===== src/rtl/led_pkg.sv =====
// led_pkg: shared encodings and defaults for the LED blink sequencer
package led_pkg;

  localparam int PRESCALE_DEF = 4;

  typedef enum logic [1:0] {
    MODE_OFF   = 2'b00,
    MODE_ON    = 2'b01,
    MODE_BLINK = 2'b10,
    MODE_BURST = 2'b11
  } mode_e;

  typedef enum logic [1:0] {
    IDLE   = 2'b00,
    ON_PH  = 2'b01,
    OFF_PH = 2'b10
  } state_e;

  function automatic logic is_seq(input mode_e m);
    return (m == MODE_BLINK) || (m == MODE_BURST);
  endfunction

endpackage


===== src/rtl/led_tick_gen.sv =====
// led_tick_gen: prescaler producing one tick every PRESCALE cycles, with sync clear
module led_tick_gen
  import led_pkg::*;
#(
  parameter int PRESCALE = PRESCALE_DEF
) (
  input  logic clk_i,
  input  logic rst_ni,
  input  logic clr_i,
  output logic tick_o
);
  localparam int W = $clog2(PRESCALE);
  logic [W-1:0] cnt_q, cnt_d;
  assign tick_o = cnt_q == W'(PRESCALE - 1);
  assign cnt_d = (clr_i | tick_o) ? '0 : cnt_q + W'(1);
  // prescaler count register
  always_ff @(posedge clk_i or negedge rst_ni)
    if (!rst_ni) cnt_q <= '0;
    else cnt_q <= cnt_d;
endmodule


===== src/rtl/led_blink_sequencer.sv =====
// led_blink_sequencer: command-driven LED controller with static, blink and burst modes
module led_blink_sequencer
  import led_pkg::*;
#(
  parameter int PRESCALE = PRESCALE_DEF,
  parameter int CNT_W    = 8
) (
  input  logic             i_clock,
  input  logic             i_reset_n,
  input  logic             i_cmd_valid,
  output logic             o_cmd_ready,
  input  logic [1:0]       i_cmd_mode,
  input  logic [CNT_W-1:0] i_cmd_on_len,
  input  logic [CNT_W-1:0] i_cmd_off_len,
  input  logic [CNT_W-1:0] i_cmd_count,
  input  logic             i_abort,
  output logic             o_led,
  output logic             o_busy,
  output logic             o_done
);
  localparam logic [CNT_W-1:0] ONE = CNT_W'(1);

  state_e state_q, state_d;
  mode_e mode_q, mode_d, cmd_mode;
  logic [CNT_W-1:0] on_len_q, on_len_d, off_len_q, off_len_d, count_q, count_d;
  logic [CNT_W-1:0] phase_q, phase_d, pulse_q, pulse_d;
  logic level_q, level_d, led_q, led_d, busy_q, busy_d, done_q, done_d;
  logic tick, accept, start, burst_empty, phase_end, last_pulse;

  // a zero-length phase behaves as a one-tick phase
  function automatic logic [CNT_W-1:0] nz(input logic [CNT_W-1:0] v);
    return (v == '0) ? ONE : v;
  endfunction

  assign cmd_mode    = mode_e'(i_cmd_mode);
  assign accept      = i_cmd_valid & o_cmd_ready;
  assign burst_empty = (cmd_mode == MODE_BURST) & (i_cmd_count == '0);
  assign start       = accept & is_seq(cmd_mode) & ~burst_empty;
  assign phase_end   = tick & (phase_q == ONE) & (state_q != IDLE);
  assign last_pulse  = (mode_q == MODE_BURST) & (pulse_q == count_q - ONE);

  assign o_led  = led_q;
  assign o_busy = busy_q;
  assign o_done = done_q;

  led_tick_gen #(.PRESCALE(PRESCALE)) u_tick (
    .clk_i (i_clock),
    .rst_ni(i_reset_n),
    .clr_i (accept | i_abort | (state_q == IDLE)),
    .tick_o(tick)
  );

  // state and datapath registers
  always_ff @(posedge i_clock or negedge i_reset_n)
    if (!i_reset_n) begin
      state_q   <= IDLE;
      mode_q    <= MODE_OFF;
      on_len_q  <= '0;
      off_len_q <= '0;
      count_q   <= '0;
      phase_q   <= '0;
      pulse_q   <= '0;
      level_q   <= 1'b0;
      led_q     <= 1'b0;
      busy_q    <= 1'b0;
      done_q    <= 1'b0;
    end else begin
      state_q   <= state_d;
      mode_q    <= mode_d;
      on_len_q  <= on_len_d;
      off_len_q <= off_len_d;
      count_q   <= count_d;
      phase_q   <= phase_d;
      pulse_q   <= pulse_d;
      level_q   <= level_d;
      led_q     <= led_d;
      busy_q    <= busy_d;
      done_q    <= done_d;
    end

  // next state: abort beats commands, commands beat phase timing
  always_comb
    state_d = i_abort ? IDLE :
              accept ? (start ? ON_PH : IDLE) :
              phase_end ? ((state_q == OFF_PH) ? ON_PH : last_pulse ? IDLE : OFF_PH) :
              state_q;

  // command latching, phase/pulse counters, static level and burst completion
  always_comb begin
    mode_d    = mode_q;
    on_len_d  = on_len_q;
    off_len_d = off_len_q;
    count_d   = count_q;
    phase_d   = phase_q;
    pulse_d   = pulse_q;
    level_d   = level_q;
    done_d    = 1'b0;
    if (i_abort) begin
      mode_d  = MODE_OFF;
      phase_d = '0;
      pulse_d = '0;
      level_d = 1'b0;
    end else if (accept) begin
      mode_d    = cmd_mode;
      on_len_d  = nz(i_cmd_on_len);
      off_len_d = nz(i_cmd_off_len);
      count_d   = i_cmd_count;
      phase_d   = nz(i_cmd_on_len);
      pulse_d   = '0;
      level_d   = cmd_mode == MODE_ON;
      done_d    = burst_empty;
    end else if (phase_end) begin
      done_d  = (state_q == ON_PH) & last_pulse;
      phase_d = (state_q == OFF_PH) ? on_len_q : last_pulse ? '0 : off_len_q;
      pulse_d = (state_q == ON_PH) ? pulse_q + ONE : pulse_q;
      level_d = done_d ? 1'b0 : level_q;
    end else if (tick & (state_q != IDLE)) begin
      phase_d = phase_q - ONE;
    end
  end

  // ready handshake and registered output levels
  always_comb begin
    o_cmd_ready = i_reset_n & ~i_abort & ((state_q == IDLE) | (mode_q == MODE_BLINK));
    led_d       = (state_d == ON_PH) | ((state_d == IDLE) & level_d);
    busy_d      = state_d != IDLE;
  end

endmodule

===== config.mk =====
export PLATFORM = sky130hd
export DESIGN_NAME = led_blink_sequencer
export DESIGN_NICKNAME = d
export VERILOG_FILES = /design/src/rtl/led_pkg.sv /design/src/rtl/led_tick_gen.sv /design/src/rtl/led_blink_sequencer.sv
export SDC_FILE = /design/constraint.sdc
export NUM_CORES = 1
export LEC_CHECK = 0
export CORE_MARGIN = 4
export CORE_UTILIZATION = 60
export DETAILED_ROUTE_END_ITERATION = 8
export PLACE_DENSITY = 0.83
export SLEW_MARGIN = 10
export SYNTH_ARGS = -nofsm -noshare
export SYNTH_HDL_FRONTEND = slang
export SYNTH_SLANG_ARGS = --single-unit

===== constraint.sdc =====
create_clock -name i_clock -period 4.3 [get_ports i_clock]
set_input_delay 0.645 -clock i_clock [delete_from_list [all_inputs] [get_ports i_clock]]
set_output_delay 0.645 -clock i_clock [all_outputs]
set_load 0.005 [all_outputs]

==> reports/qor.txt <==
worst vdd ir - 0.230 mV
Yosys reg bits - 50
Max Cap Viol - 0
routed vias/inst - 6.08
Setup TNS - 0 ps
Boundary Pins - 34
placed cell area - 0.00315 sq mm
diodes inserted - 0
crit path launch type - primary input
initial antenna violation count - 0
RSZ-0062 raised after global routing - false
area growth from synthesis to layout - 16.2%
outcome - finished, final reports clean
flop-to-flop setup slack - 1800 ps
post-CTS setup buffer count - 0
Tmin final - 2720 ps
crit-path most repeated cell - nand2_1
count of final max-slew check failures - 0
worst r2r dst - pulse_q[7]$_DFFE_PN0P_
DP HPWL - 4830 microns
H-Tree Level Count - 2
Nets - 392
clock skew - 5.90 ps
CTS clk-pin slew, worst paths - 80 ps
Setup WS pre-CTS - 1280 ps
total CTS buffers - 5
Seq/Total Area, Yosys - 45.1%
Worst Reg-to-Reg Cells - 8
Routed WL - 6460 microns
Die Y - 76.0 microns
top-area cell type share of the netlist area - 45.1%
maximum clock rate - 368 MHz
Tot Pwr - 1.09 mW
clock root buffer - clkbuf_8
TritonCTS Sinks - 50
critical-path maximum fanout - 17
largest net degree at the start of global routing - 30
Yosys cell types - 48
post-route cell area - 0.00323 sq mm
global-route wire length before repair - 10900 microns
Yosys warnings - 0
ANT nets after route - 0
die area - 0.00578 sq mm
WL per Instance - 15.8 microns
fin cells - 409
post-layout util - 73.1%
vias in the first global route - 2292
cts repair resizes - 0
Final Hold Fails - 0
Setup CP Type - primary input to register
DRC - 0
r2r startpoint - phase_q[0]$_DFFE_PN0P_
Rows - 24
starting density of the core - 62.9%
Post-Synthesis Cells - 325
Max-slew headroom - 52.1%
Final setup violation count - 0
hold buffer count at cts - 0
worst path cell trace - clkdlybuf4s50_1 -> inv_1 -> o211a_1 -> nand2_1 -> nand2_1 -> o21ai_0 -> o31a_1
WHS - 347 ps
Async S/R FF share, synth - 100%
placed cell count - 402
GRT Residual Overflow - 0
HP Class - primary input to asynchronous set/reset pin
worst slew pin tran - 717 ps
RD Place Congestion - 0.880
drt first pass iters - 5
required time worst endpoint - 4490 ps
number of synthesized flops with an enable pin - 0
fin crit share - 63.3%
TritonCTS clock tree - done
Synth Area per Inst - 8.54 sq um
crit-path max cell delay - 500 ps
Core Region - 0.00441 sq mm
Mapped Area - 0.00278 sq mm
global-route usage over all layers - 23.1%
Iter 0 DRT Violations - 226
synth top area cells - dfrtp_1 45%, nand2_1 13%, o21ai_0 3.6%
CP arrival - 2910 ps
share of cells above drive strength 1 - 5.60%
DR vias - 2485
Leakage - 1.52 nW
Synth area leader - dfrtp_1
Die Wd - 76.0 microns
slowest CP cell - clkdlybuf4s50_1
I/O Buffers - 33
Setup crit end kind - register
setup ws final - 1580 ps
clk_lat worst skew - 300 ps
Power Density - 339 mW/mm^2
Syn Nets - 360
Main synth FF type - dfrtp_1
Longest Clk Path Bufs - 2
-- power by group --
group / switching (mW) / internal, mW
clock: 0.147 / 0.109
sequential: 0.0500 / 0.523
combinational: 0.139 / 0.124
total: 0.337 / 0.757
-- state kept, by name, indices dropped and copies added, names as in the netlist, 2 cells and up --
register,count
phase_q,8
pulse_q,8
off_len_q,8
u_tick.cnt_q,2
count_q,8
mode_q,2
state_q,2
on_len_q,8
-- how the worst max path moves through the flow --
stage                                       from                     end  slack [ps]
final                                    i_abort         o_led$_DFF_PN0_        1580
after global routing                     i_abort         o_led$_DFF_PN0_        1380
after CTS                                i_abort         o_led$_DFF_PN0_        1580
after detailed placement                 i_abort         o_led$_DFF_PN0_        1280
after global placement                   i_abort         o_led$_DFF_PN0_        1410
after floorplan           phase_q[1]$_DFFE_PN0P_  pulse_q[7]$_DFFE_PN0P_        2170
-- logic make-up (layout without fill, tap and decap cells) --
| group | after synthesis | after routing | synth area share (%) |
|---|---|---|---|
| AO/OA/AOI/OAI | 66 | 66 | 15.2 |
| XOR/XNOR | 18 | 18 | 5.68 |
| adder cells (fa/ha/maj) | 5 | 5 | 2.25 |
| buffers and inverters | 19 | 51 | 2.57 |
| flip-flops | 50 | 50 | 45.1 |
| multiplexers | 1 | 1 | 0.361 |
| AND/OR/NAND/NOR | 166 | 166 | 28.9 |
-- area by class of cell --
type	instances	area (sq um)
Clock buffer	5	68.8
Clock inverter	2	10.0
Fill cell	368	1190
Inverter	8	30.0
Multi-Input combinational cell	256	1450
Sequential cell	50	1250
Tap cell	52	65.1
Timing Repair Buffer	36	348
-- synth_stat cells (2+ instances only) --
master	count
nand2_1	96
dfrtp_1	50
o21ai_0	20
nor2_1	19
a21oi_1	17
xnor2_1	11
clkbuf_1	8
inv_1	8
nor3_1	8
a21o_1	7
xor2_1	7
nor4_1	6
ha_1	5
nand3_1	5
nand4_1	5
a22o_1	4
nor2b_1	4
a31oi_1	3
and3_1	3
buf_1	3
a211oi_1	2
a32oi_1	2
nand2b_1	2
nand3b_1	2
nor3b_1	2
nor4b_1	2
o211ai_1	2
or3_1	2
-- per-layer routing --
metal,routed length [microns],vias up,track usage [%]
met1,2920,1178,34.8
met4,72,0,6.41
met3,551,6,3.78
met2,2910,117,34.5
met5,0,-,0
li1,-,1184,-
-- critical path, delay by kind of cell --
family	cells	cell delay, ps
AND/OR/NAND/NOR	2	790
AO/OA/AOI/OAI	3	770
buffers and inverters	2	700
-- cell usage in the layout (no fill, tap or decap), types with 3 or more instances in the layout --
master	Yosys	layout
a31oi_1	3	3
and3_1	3	3
xnor2_1	11	11
ha_1	5	5
a21oi_1	17	17
inv_1	8	8
buf_4	0	3
a22o_1	4	4
o21ai_0	20	20
nor2_1	19	19
clkbuf_8	0	5
dfrtp_1	50	50
nor3_1	8	8
nand4_1	5	5
a21o_1	7	7
nand3_1	5	5
nor4_1	6	6
xor2_1	7	7
clkdlybuf4s50_1	0	32
nand2_1	96	96
nor2b_1	4	4
Note: power is estimated with default switching activity, not from simulation.
